### src/rtl/oai211_sdff_bank.sv
// ---------------------------------------------------------------------------
// oai211_sdff_bank
// Registered bank of WIDTH compound-gate channels. Each channel computes
// OAI211 (MODE=0) or AOI211 (MODE=1). The result passes through a PIPE-deep
// register pipeline whose last stage is ZN. In scan mode the output register
// becomes a shift chain. A saturating counter accumulates ZN bit toggles on
// functional update edges.
//
// Ports
//   CK       clock, rising edge
//   RN       asynchronous active-low reset
//   EN       functional enable for all pipeline stages and the counter
//   MODE     0 = OAI211, 1 = AOI211
//   A,B,C1,C2 per-channel gate inputs [WIDTH]
//   SE, SI   scan enable (overrides EN) and scan-in bit
//   CLR_CNT  synchronous clear of TGL_CNT/TGL_SAT, highest priority
//   ZN       output register [WIDTH]
//   SO       scan-out, ZN[WIDTH-1]
//   TGL_CNT  saturating toggle count [CW]
//   TGL_SAT  registered flag, TGL_CNT at all-ones
// ---------------------------------------------------------------------------

// One channel of the compound gate.
module oai211_sdff_ch (
    input  logic i_mode,
    input  logic i_a,
    input  logic i_b,
    input  logic i_c1,
    input  logic i_c2,
    output logic o_f
);
    assign o_f = i_mode ? ~((i_c1 & i_c2) | i_a | i_b)
                        : ~((i_c1 | i_c2) & i_a & i_b);
endmodule

module oai211_sdff_bank #(
    parameter int WIDTH = 4,
    parameter int PIPE  = 2,
    parameter int CW    = 8
) (
    input  logic             CK,
    input  logic             RN,
    input  logic             EN,
    input  logic             MODE,
    input  logic [WIDTH-1:0] A,
    input  logic [WIDTH-1:0] B,
    input  logic [WIDTH-1:0] C1,
    input  logic [WIDTH-1:0] C2,
    input  logic             SE,
    input  logic             SI,
    input  logic             CLR_CNT,
    output logic [WIDTH-1:0] ZN,
    output logic             SO,
    output logic [CW-1:0]    TGL_CNT,
    output logic             TGL_SAT
);
    // Seven extra bits hold a popcount of up to 64 on top of a full count.
    localparam int SW = CW + 7;
    localparam logic [SW-1:0] SUM_MAX = {{7{1'b0}}, {CW{1'b1}}};

    logic [PIPE-1:0][WIDTH-1:0] r_pipe;   // index PIPE-1 is the output register
    logic [PIPE-1:0][WIDTH-1:0] w_pnext;
    logic [WIDTH-1:0]           w_f;
    logic [WIDTH-1:0]           w_scan;
    logic [WIDTH-1:0]           w_diff;
    logic [6:0]                 w_pop;
    logic [SW-1:0]              w_sum;
    logic [CW-1:0]              w_cnt_inc;
    logic [CW-1:0]              r_cnt;
    logic                       r_sat;

    genvar gi;
    generate
        for (gi = 0; gi < WIDTH; gi++) begin : g_ch
            oai211_sdff_ch u_ch (
                .i_mode (MODE),
                .i_a    (A[gi]),
                .i_b    (B[gi]),
                .i_c1   (C1[gi]),
                .i_c2   (C2[gi]),
                .o_f    (w_f[gi])
            );
        end
    endgenerate

    // Functional next state: stage 0 takes the gate, each later stage takes
    // its predecessor. Loops keep PIPE=1 and WIDTH=1 free of negative slices.
    always_comb begin
        w_pnext    = '0;
        w_pnext[0] = w_f;
        for (int k = 1; k < PIPE; k++) w_pnext[k] = r_pipe[k-1];
    end

    always_comb begin
        w_scan    = '0;
        w_scan[0] = SI;
        for (int i = 1; i < WIDTH; i++) w_scan[i] = r_pipe[PIPE-1][i-1];
    end

    assign w_diff = w_pnext[PIPE-1] ^ r_pipe[PIPE-1];

    always_comb begin
        w_pop = '0;
        for (int i = 0; i < WIDTH; i++) w_pop = w_pop + {6'd0, w_diff[i]};
    end

    assign w_sum     = {7'd0, r_cnt} + {{CW{1'b0}}, w_pop};
    assign w_cnt_inc = (w_sum >= SUM_MAX) ? {CW{1'b1}} : w_sum[CW-1:0];

    always_ff @(posedge CK or negedge RN) begin
        if (!RN) begin
            r_pipe <= '0;
            r_cnt  <= '0;
            r_sat  <= 1'b0;
        end else begin
            // Scan shifts only the output register; inner stages hold.
            if (SE)      r_pipe[PIPE-1] <= w_scan;
            else if (EN) r_pipe         <= w_pnext;

            if (CLR_CNT) begin
                r_cnt <= '0;
                r_sat <= 1'b0;
            end else if (!SE && EN) begin
                r_cnt <= w_cnt_inc;
                r_sat <= (w_cnt_inc == {CW{1'b1}});
            end
        end
    end

    assign ZN      = r_pipe[PIPE-1];
    assign SO      = r_pipe[PIPE-1][WIDTH-1];
    assign TGL_CNT = r_cnt;
    assign TGL_SAT = r_sat;
endmodule
### config.mk
export PLATFORM = sky130hd
export DESIGN_NAME = oai211_sdff_bank
export DESIGN_NICKNAME = d
export VERILOG_FILES = /design/src/rtl/oai211_sdff_bank.sv
export SDC_FILE = /design/constraint.sdc
export NUM_CORES = 1
export LEC_CHECK = 0
export BUFFER_PORTS_ARGS = -buffer_cell sky130_fd_sc_hd__buf_2
export CELL_PAD_IN_SITES_DETAIL_PLACEMENT = 2
export CELL_PAD_IN_SITES_GLOBAL_PLACEMENT = 2
export CORE_ASPECT_RATIO = 0.5
export CORE_MARGIN = 5
export CORE_UTILIZATION = 31
export CTS_CLUSTER_SIZE = 16
export DETAILED_ROUTE_END_ITERATION = 6
export PLACE_DENSITY = 0.84
export SLEW_MARGIN = 20
export SYNTH_ARGS = -nofsm -noshare
export SYNTH_HDL_FRONTEND = slang
export SYNTH_SLANG_ARGS = --single-unit
### constraint.sdc
create_clock -name CK -period 7.1 [get_ports CK]
set_input_delay 0.355 -clock CK [delete_from_list [all_inputs] [get_ports CK]]
set_output_delay 0.355 -clock CK [all_outputs]
set_load 0.02 [all_outputs]
==> out/qor.csv, run 1 <==
metric;value;unit
cts_buffer_depth;2;
post-route-period-util;0.416;
power_frac_seq;0.379;
clk_latency;0.26;ns
finalNetCount;184;
vias;1062;
drive_above_1_share;0.314;
die-width;96.6;µm
multi_input_area;649;µm²
cts.sinks;17;
period_minus_slack;2.96;ns
wire_per_inst;16.0;µm
p_sw_frac;0.383;
path_cells;xnor2_1 -> fa_1 -> inv_1 -> fa_1 -> fa_1 -> xor2_1 -> and3_1 -> a31oi_1 -> o41ai_2;
critPathTopFamily;adder cells;
slowest_delay;0.52;ns
drv_cap;0;
leakage;0.654;nW
num_rows;15;
gp_congestion;0.824;
path_clk_slew;0.07;ns
utilization;0.392;
power-per-cell-area;230;nW/µm²
final_common_cell;buf_2;
mappedNetlistArea;1160;µm²
grt_pass1_wl;5710;µm
ir_drop;0.0000657;V
ff_latch_area;425;µm²
finalHoldViolCount;0;
worst_path_max_delay_cell;fa_1;
final.fill_count;417;
status;complete, no violations;
final_cells;207;
avgViaCountPerCell;5.13;
slew_headroom;0.719;
ys_ff_latch;17;
async_flop_share;1.00;
root_buffer;clkbuf_8;
reg2reg_depth;9;
hpwlAfterDp;2650;µm
ios;37;
switching_power;0.122;mW
place_area;1340;µm²
start_util;0.329;
p_clk_frac;0.237;
portBuffers;36;
crit_path_start_kind;register;
final_area;1380;µm²
dieArea;5150;µm²
synth_cell_type_count;40;
p_int;0.196;mW
ctsResizeCount;0;
grt_max_degree;18;
crit_arrival;3.10;ns
rr_startpoint;r_pipe[0];
seq_area_frac_synth;0.366;
path_buf_inv;1;
postCtsSetupRepairBufs;0;
ant_nets;0;
synth_edf_count;0;
syn_area_per_cell;9.23;µm²
worst-r2r-setup-slack;4.14;ns
antenna_cells;0;
track_usage;0.148;
cts_buffers;3;
post-route-drc-count;0;
syn_to_final_growth;18.9;%
rr_endpoint;TGL_SAT;
synthFlopType;dfrtp_1;
worstPathMaxFanout;6;
cts_hold_buf;0;
die_h;53.3;µm
rsz0062_at_grt;false;
grt_antenna_before_repair;0;
cts_tree;built;
h-tree-depth;1;
grt_pass1_vias;1217;
dr.pass1.iters;4;
drv_slew;0;
fin_setup_tns;0;ns
worstMarginPinSlew;0.422;ns
critical_path_class;register to register;
p_comb_frac;0.384;
place_ws;4.16;ns
critPathMostFrequentCell;fa_1;
cp-startpoint;r_pipe[0];
routed_wl;3310;µm
skew;0.00499;ns
core_area;3530;µm²
fmaxAchievable;338;MHz
dp_cells;203;
synth_fp_nets;153;
required;7.24;ns
layout_common_cells;buf_2, dfrtp_1, nor2_1;
finalSetupViolCount;0;
grt-ovfl-total;0;
drt_iter0_drc;11;
yosys_warnings;0;
end_kind;register;
holdCritPathClass;input pin to asynchronous set/reset pin;
synthCells;126;
fin_ws;4.14;ns
==> cell type report <==
cell class,count,area share
well taps,51,0.0462
clock buffers,4,0.0326
multi-input cells,94,0.470
repair buffers,36,0.130
flip-flops and latches,17,0.308
inverters,5,0.0136
==> registers in the layout (all words and copies together) (netlist names) <==
| signal | count |
|---|---|
| TGL_CNT | 8 |
| r_pipe | 4 |
| ZN | 4 |
| TGL_SAT | 1 |
==> worst max-delay path by stage <==
stage | endpoint | slack (ns) | cells after the start
detailed placement | TGL_SAT | 4.16 | 9
global placement | TGL_SAT | 4.27 | 9
finish | TGL_SAT | 4.14 | 9
floorplan | TGL_SAT | 4.32 | 9
global route | TGL_CNT[4] | 4.01 | 9
CTS | TGL_SAT | 4.12 | 9
==> per-layer routing <==
layer	routed length (µm)	global-route usage	up-vias
met4	27	0.0419	0
met2	1730	0.281	23
met5	0	0	-
met3	140	0.0355	4
met1	1410	0.166	529
li1	-	-	506
==> power groups by stage <==
stage               logic, mW  clock network (mW)  registers (mW)
floorplan              0.0868                   0           0.124
global placement        0.117                   0           0.121
detailed placement      0.123                   0           0.122
CTS                     0.125              0.0803           0.120
global route            0.137              0.0841           0.123
finish                  0.122              0.0754           0.120
==> cells in the mapped netlist, types with 2 or more instances <==
library cell,n,area (µm²)
o22ai_1,2,12.5
o21ai_0,8,40.0
dfrtp_1,17,425
a31oi_1,2,12.5
a211oi_1,4,30.0
a21oi_1,5,25.0
nor2_1,14,52.6
xnor2_1,2,17.5
buf_6,2,22.5
xor2_1,4,35.0
o22a_1,3,26.3
clkbuf_1,2,7.51
buf_4,4,30.0
fa_1,3,60.1
nor3_1,9,45.0
o21a_1,2,15.0
nand3_1,3,15.0
inv_1,5,18.8
nand2_1,11,41.3
mux2i_1,4,40.0
==> through the flow <==
step	total power, mW	hold slack [ns]
floorplan	0.210	0.0594
global placement	0.238	0.305
detailed placement	0.245	0.309
CTS	0.326	0.0213
global route	0.344	0.0354
finish	0.318	0.0236
==> cells by family after synthesis <==
family / Yosys count / synth area share
flops: 17 / 0.366
mux: 4 / 0.0344
buf+inv: 15 / 0.0753
xor+xnor: 6 / 0.0452
simple gates: 47 / 0.216
fa+ha+maj: 4 / 0.0624
compound gates: 33 / 0.200
(Power assumes the default switching activity.)
==> inputs of run 2 (changes only) <==
ABC_AREA = 1   (was default)
CORE_UTILIZATION = 27   (was 31)
PLACE_DENSITY = 0.8   (was 0.84)
clock period = 2.75 ns   (was 7.1 ns; I/O delays follow)
==> run 2 against run 1 <==
Effect of this change:
- the flow now finishes with violations (negative setup slack)
- routed wire length is 50% higher
- critical endpoint is now TGL_CNT[3]
- sequential cell count unchanged
- via count rose by 29%
- first-iteration DRC count is 91% higher
==> out/qor.csv, run 2 <==
metric;value;unit;change
num_rows;17;;+2
largest_reg_flops;8;;unchanged
ios;37;;unchanged
grt_antenna_before_repair;0;;unchanged
cts_buffer_depth;2;;unchanged
layout_common_cells;nand2_1, buf_2, inv_1;;
netlist_top_cells_area;dfrtp_1, nand2_1, inv_1;;
ir_drop;0.000218;V;+230%
grt_pass1_wl;7070;µm;+24%
ant_nets;0;;unchanged
mappedNetlistArea;1240;µm²;+7.1%
synth.most_common_cell;nand2_1;;
routed_wl;4970;µm;+50%
antenna_cells;0;;unchanged
vias;1366;;+29%
finalNetCount;254;;+38%
gp_congestion;0.709;;-14%
drt_iter0_drc;21;;+10
top_usage_layer;met2;;
portBuffers;36;;unchanged
wire_per_inst;17.6;µm;+9.9%
slew_headroom;0.710;;-0.00928
cp-startpoint;ZN[0];;
track_usage;0.144;;-0.00434
h-tree-depth;1;;unchanged
hp-start;SI;;
die-width;106;µm;+9.8%
yosysTopAreaCellShare;0.342;;-0.0243
final_common_cell;nand2_1;;
period_minus_slack;2.97;ns;+0.0121 ns
dr.pass1.iters;4;;unchanged
root_buffer;clkbuf_8;;
dp_cells;270;;+33%
grt_use_met2;0.293;;+0.0118
drive_above_1_share;0.350;;+0.0355
synth_fp_nets;204;;+33%
finalHoldViolCount;0;;unchanged
drv_cap;0;;unchanged
critical_path_class;register to register;;
fin_ws;-0.219;ns;-4.36 ns
syn_area_per_cell;7.03;µm²;-24%
violations;negative setup slack;;
synth_edf_count;0;;unchanged
ys_ff_latch;17;;unchanged
cts.sinks;17;;unchanged
worstMarginPinSlew;0.436;ns;+0.0139 ns
synth_cell_type_count;22;;-45%
rsz0062_at_grt;true;;
dieArea;6150;µm²;+19%
rr_startpoint;ZN[0];;
end_kind;register;;
crit_arrival;3.12;ns;+0.02 ns
power-per-cell-area;645;nW/µm²;+180%
syn_to_final_growth;35.3;%;
fmaxAchievable;337;MHz;-0.41%
grt_pass1_vias;1504;;+24%
status;finished with violations;;
post-route-drc-count;0;;unchanged
skew;0.00406;ns;-0.000927 ns
avgViaCountPerCell;4.83;;-5.9%
synth_area_leader_cell;dfrtp_1;;
path_clk_slew;0.08;ns;about the same
post-route-period-util;1.08;;+0.663
leakage;0.982;nW;+50%
synth_commonest_cells;nand2_1, inv_1, dfrtp_1, nand3_1, o21ai_0;;
power;1.09;mW;+240%
crit_path_start_kind;register;;
cts_buffers;3;;unchanged
seq_area_frac_synth;0.342;;-0.0243
worstPathMaxFanout;7;;+1
final_cells;283;;+37%
required;2.90;ns;-4.34 ns
use_met1;0.151;;-0.0150
clk_latency;0.26;ns;about the same
grt-ovfl-total;0;;unchanged
drv_slew;0;;unchanged
hpwlAfterDp;3150;µm;+19%
holdCritPathClass;input pin to register;;
yosys_warnings;0;;unchanged
utilization;0.381;;-0.0112
synthFlopType;dfrtp_1;;
grt_max_degree;18;;unchanged
fin_hold_ws;0.108;ns;+0.0839 ns
synthCells;177;;+40%
cts_tree;built;;
async_flop_share;1.00;;unchanged
finalSetupViolCount;9;;+9
core_area;4420;µm²;+25%
use_met3;0.0334;;-0.00214
fin_setup_tns;-1.55;ns;-1.55 ns
start_util;0.281;;-0.0480
die_h;58.0;µm;+8.8%
run 2: changes by cell type after synthesis, moves of 4 or more:
cell      change
o211ai_1      +4
nor2_1       -11
nand2_2       +5
o21ai_0       +4
nand3_1      +12
nor3_1        -9
inv_1        +28
nand2_1      +44
mux2i_1       -4
a211oi_1      -4
run 2: metrics by stage:
step / area, µm² / setup slack [ns]
finish: 1680 / -0.219
global route: 1680 / -0.375
CTS: 1600 / -0.139
detailed placement: 1510 / -0.165
global placement: 1510 / -0.0661
floorplan: 1250 / 0.0135
run 2: worst max-delay path: stages (launching register included):
cell and delay (ns):
dfrtp_1 0.42, xnor2_2 0.16, fa_1 0.52, inv_2 0.04, fa_2 0.36, fa_2 0.41
buf_4 0.16, inv_1 0.08, nand2_1 0.11, nand3_2 0.09, nor2_2 0.04, nand2_2 0.07
nor2_4 0.04, nand2_4 0.10, nand3_1 0.09, nand2_1 0.07, nand2_1 0.06
run 2: final timing paths:
check / endpoint / slack [ns] / cells past startpoint
max in group asynchronous: TGL_CNT[0] / 2.08 / 2
worst max register to register: TGL_CNT[3] / -0.22 / 16
min in group asynchronous: ZN[2] / 0.34 / 2
worst min-delay path: ZN[0] / 0.11 / 3
worst min register to register: TGL_SAT / 0.56 / 2
worst max-delay path: TGL_CNT[3] / -0.22 / 16
run 2: report_power, final:
| group | total (mW) | internal, mW | switching [mW] |
|---|---|---|---|
| registers | 0.313 | 0.278 | 0.0344 |
| logic | 0.567 | 0.239 | 0.328 |
| clock network | 0.206 | 0.101 | 0.105 |
| total | 1.09 | 0.618 | 0.467 |
run 2: routing by layer:
layer | vias up | share of wire
met5 | - | 0
met4 | 0 | 0.010
met3 | 6 | 0.029
met2 | 27 | 0.54
met1 | 688 | 0.42
li1 | 645 | -
run 2: cell families (layout without fill, tap and decap cells):
group / count (synthesis) / after routing / synth area share
adders and majority gates: 4 / 4 / 0.0583
AOI/OAI and AO/OA: 26 / 26 / 0.119
DFF: 17 / 17 / 0.342
and+or+nand+nor: 85 / 86 / 0.317
buffers and inverters: 41 / 89 / 0.137
xor gates and xnor gates: 4 / 4 / 0.0281
run 2: repair_timing:
item | CTS | global route
pin swaps | 1 | 4
gates resized for setup | 3 | 9
endpoints found under the setup margin | 7 | 9
hold endpoints to repair | 17 | 0
hold buffers | 1 | 0
setup buffers | 2 | 5
gates cloned | 0 | 1
run 2: final cells by class:
type,count,area (µm²)
Tap cell,57,71.3
Clock inverter,1,5.00
Sequential cell,17,427
Fill cell,545,2740
Timing Repair Buffer,49,297
Multi-Input combinational cell,120,708
Inverter,36,135
Clock buffer,3,41.3
==> inputs of run 3 (changes only) <==
CORE_UTILIZATION = 28   (was 27)
CTS_BUF_LIST = sky130_fd_sc_hd__clkbuf_4 sky130_fd_sc_hd__clkbuf_8   (was default)
PLACE_DENSITY = 0.82   (was 0.8)
==> run 3 against run 2 <==
Effect of this change:
- the run still ends with negative setup slack left
- register-to-register slack about the same
- sequential cell count unchanged
- via count down 4.8%
- worst setup slack worse by 0.014 ns
- sequential power about the same
- hold slack better by 0.013 ns
- power down 13%
==> out/qor.csv, run 3 (synthesis results as in run 2) <==
metric;value;unit;change
clk_latency;0.25;ns;about the same
largest_reg_flops;8;;unchanged
dp_cells;270;;unchanged
fmaxAchievable;335;MHz;-0.47%
fin_hold_ws;0.121;ns;+0.0130 ns
worstPathMaxFanout;7;;unchanged
critical_path_class;register to register;;
skew;0.00432;ns;+0.000256 ns
syn_to_final_growth;31.6;%;
ios;37;;unchanged
rr_startpoint;r_pipe[0];;
root_buffer;clkbuf_8;;
layout_common_cells;nand2_1, buf_2, inv_1;;
power-per-cell-area;577;nW/µm²;-11%
grt_max_degree;18;;unchanged
grt_pass1_wl;6750;µm;-4.5%
crit_arrival;3.17;ns;+0.05 ns
ir_drop;0.000178;V;-18%
cts.sinks;17;;unchanged
final_cells;280;;-1.1%
final_common_cell;nand2_1;;
worst-r2r-setup-slack;-0.23;ns;about the same
die_h;57.2;µm;-1.5%
finalSetupViolCount;9;;unchanged
antenna_cells;0;;unchanged
reg2reg_depth;15;;-1
fin_ws;-0.233;ns;-0.0141 ns
die-width;104;µm;-1.6%
h-tree-depth;1;;unchanged
portBuffers;36;;unchanged
grt_antenna_before_repair;0;;unchanged
wire_per_inst;15.0;µm;-15%
hpwlAfterDp;3230;µm;+2.6%
cts_tree;built;;
dr.pass1.iters;4;;unchanged
crit_path_start_kind;register;;
post-route-period-util;1.08;;+0.00513
holdCritPathClass;input pin to register;;
track_usage;0.138;;-0.00509
num_rows;17;;unchanged
period_minus_slack;2.98;ns;+0.0141 ns
dieArea;5960;µm²;-3.1%
rsz0062_at_grt;true;;
leakage;0.965;nW;-1.7%
drive_above_1_share;0.305;;-0.0446
end_kind;register;;
cts_buffer_depth;2;;unchanged
core_area;4340;µm²;-1.9%
required;2.94;ns;+0.04 ns
start_util;0.287;;+0.00552
finalHoldViolCount;0;;unchanged
ant_nets;0;;unchanged
vias;1301;;-4.8%
finalNetCount;251;;-1.2%
final_area;1640;µm²;-2.7%
place_area;1510;µm²;unchanged
worstMarginPinSlew;0.426;ns;-0.00950 ns
post-route-drc-count;0;;unchanged
rr_endpoint;TGL_CNT[4];;
hp-start;SI;;
slew_headroom;0.716;;+0.00603
avgViaCountPerCell;4.65;;-3.7%
hold_depth;3;;unchanged
routed_wl;4200;µm;-16%
fin_setup_tns;-1.55;ns;-0.00307 ns
gp_congestion;0.733;;+3.5%
grt-ovfl-total;0;;unchanged
cts_buffers;3;;unchanged
worstHoldEndpoint;ZN[0];;
grt_pass1_vias;1434;;-4.7%
violations;negative setup slack;;
utilization;0.377;;-0.00321
drv_cap;0;;unchanged
path_clk_slew;0.07;ns;about the same
drt_iter0_drc;9;;-57%
drv_slew;0;;unchanged
status;finished with violations;;
run 3: area by class of cell:
class,count,area (µm²)
clock buffer,3,41.3
clock inverter,1,5.00
fill,543,2700
inverter,36,135
multi-input combinational,120,688
sequential,17,427
tap,57,71.3
timing repair buffer,46,270
run 3: power breakdown:
group	switching (mW)	internal (mW)
sequential	0.0312	0.279
clock	0.0883	0.101
combinational	0.258	0.188
total	0.377	0.567
run 3: stage by stage:
stage / setup slack (ns) / power (mW)
6_report: -0.233 / 0.945
5_1_grt: -0.426 / 1.03
4_1_cts: -0.171 / 0.942
3_5_place_dp: -0.200 / 0.740
3_3_place_gp: -0.0663 / 0.702
2_1_floorplan: 0.0135 / 0.587
run 3: worst max path at each step:
stage	start	to	slack, ns	cells past startpoint
2_1_floorplan	ZN[0]	TGL_CNT[0]	0.01	15
3_3_place_gp	r_pipe[0]	TGL_SAT	-0.07	15
3_5_place_dp	ZN[0]	TGL_SAT	-0.20	15
4_1_cts	ZN[0]	TGL_CNT[4]	-0.17	15
5_1_grt	ZN[0]	TGL_CNT[4]	-0.43	15
6_report	r_pipe[0]	TGL_CNT[4]	-0.23	15
run 3: critical path: stages, from the launching register on:
cell and delay [ns]:
dfrtp_1 0.41, xnor2_2 0.16, fa_1 0.52, inv_1 0.05, fa_2 0.36, fa_2 0.55, nand2_1 0.07, inv_1 0.06
nand3_1 0.07, nor2_1 0.14, nand2_1 0.11, nor2_4 0.11, nand2_4 0.08, nand3_1 0.09, nand2_1 0.05, nand2_1 0.07
run 3: timing repair:
action	CTS	global route
gates cloned	0	1
gates resized for setup	1	2
hold buffers	1	0
pin swaps	1	3
endpoints found under the hold margin	17	0
setup buffers	1	3
setup endpoints to repair	8	8
run 3: layer usage:
metal | GRT usage | vias to the layer above | wire length (µm)
met5 | 0 | - | 0
met4 | 0.0277 | 0 | 27
met3 | 0.0203 | 2 | 82
met2 | 0.283 | 22 | 2280
met1 | 0.153 | 638 | 1810
li1 | - | 639 | -
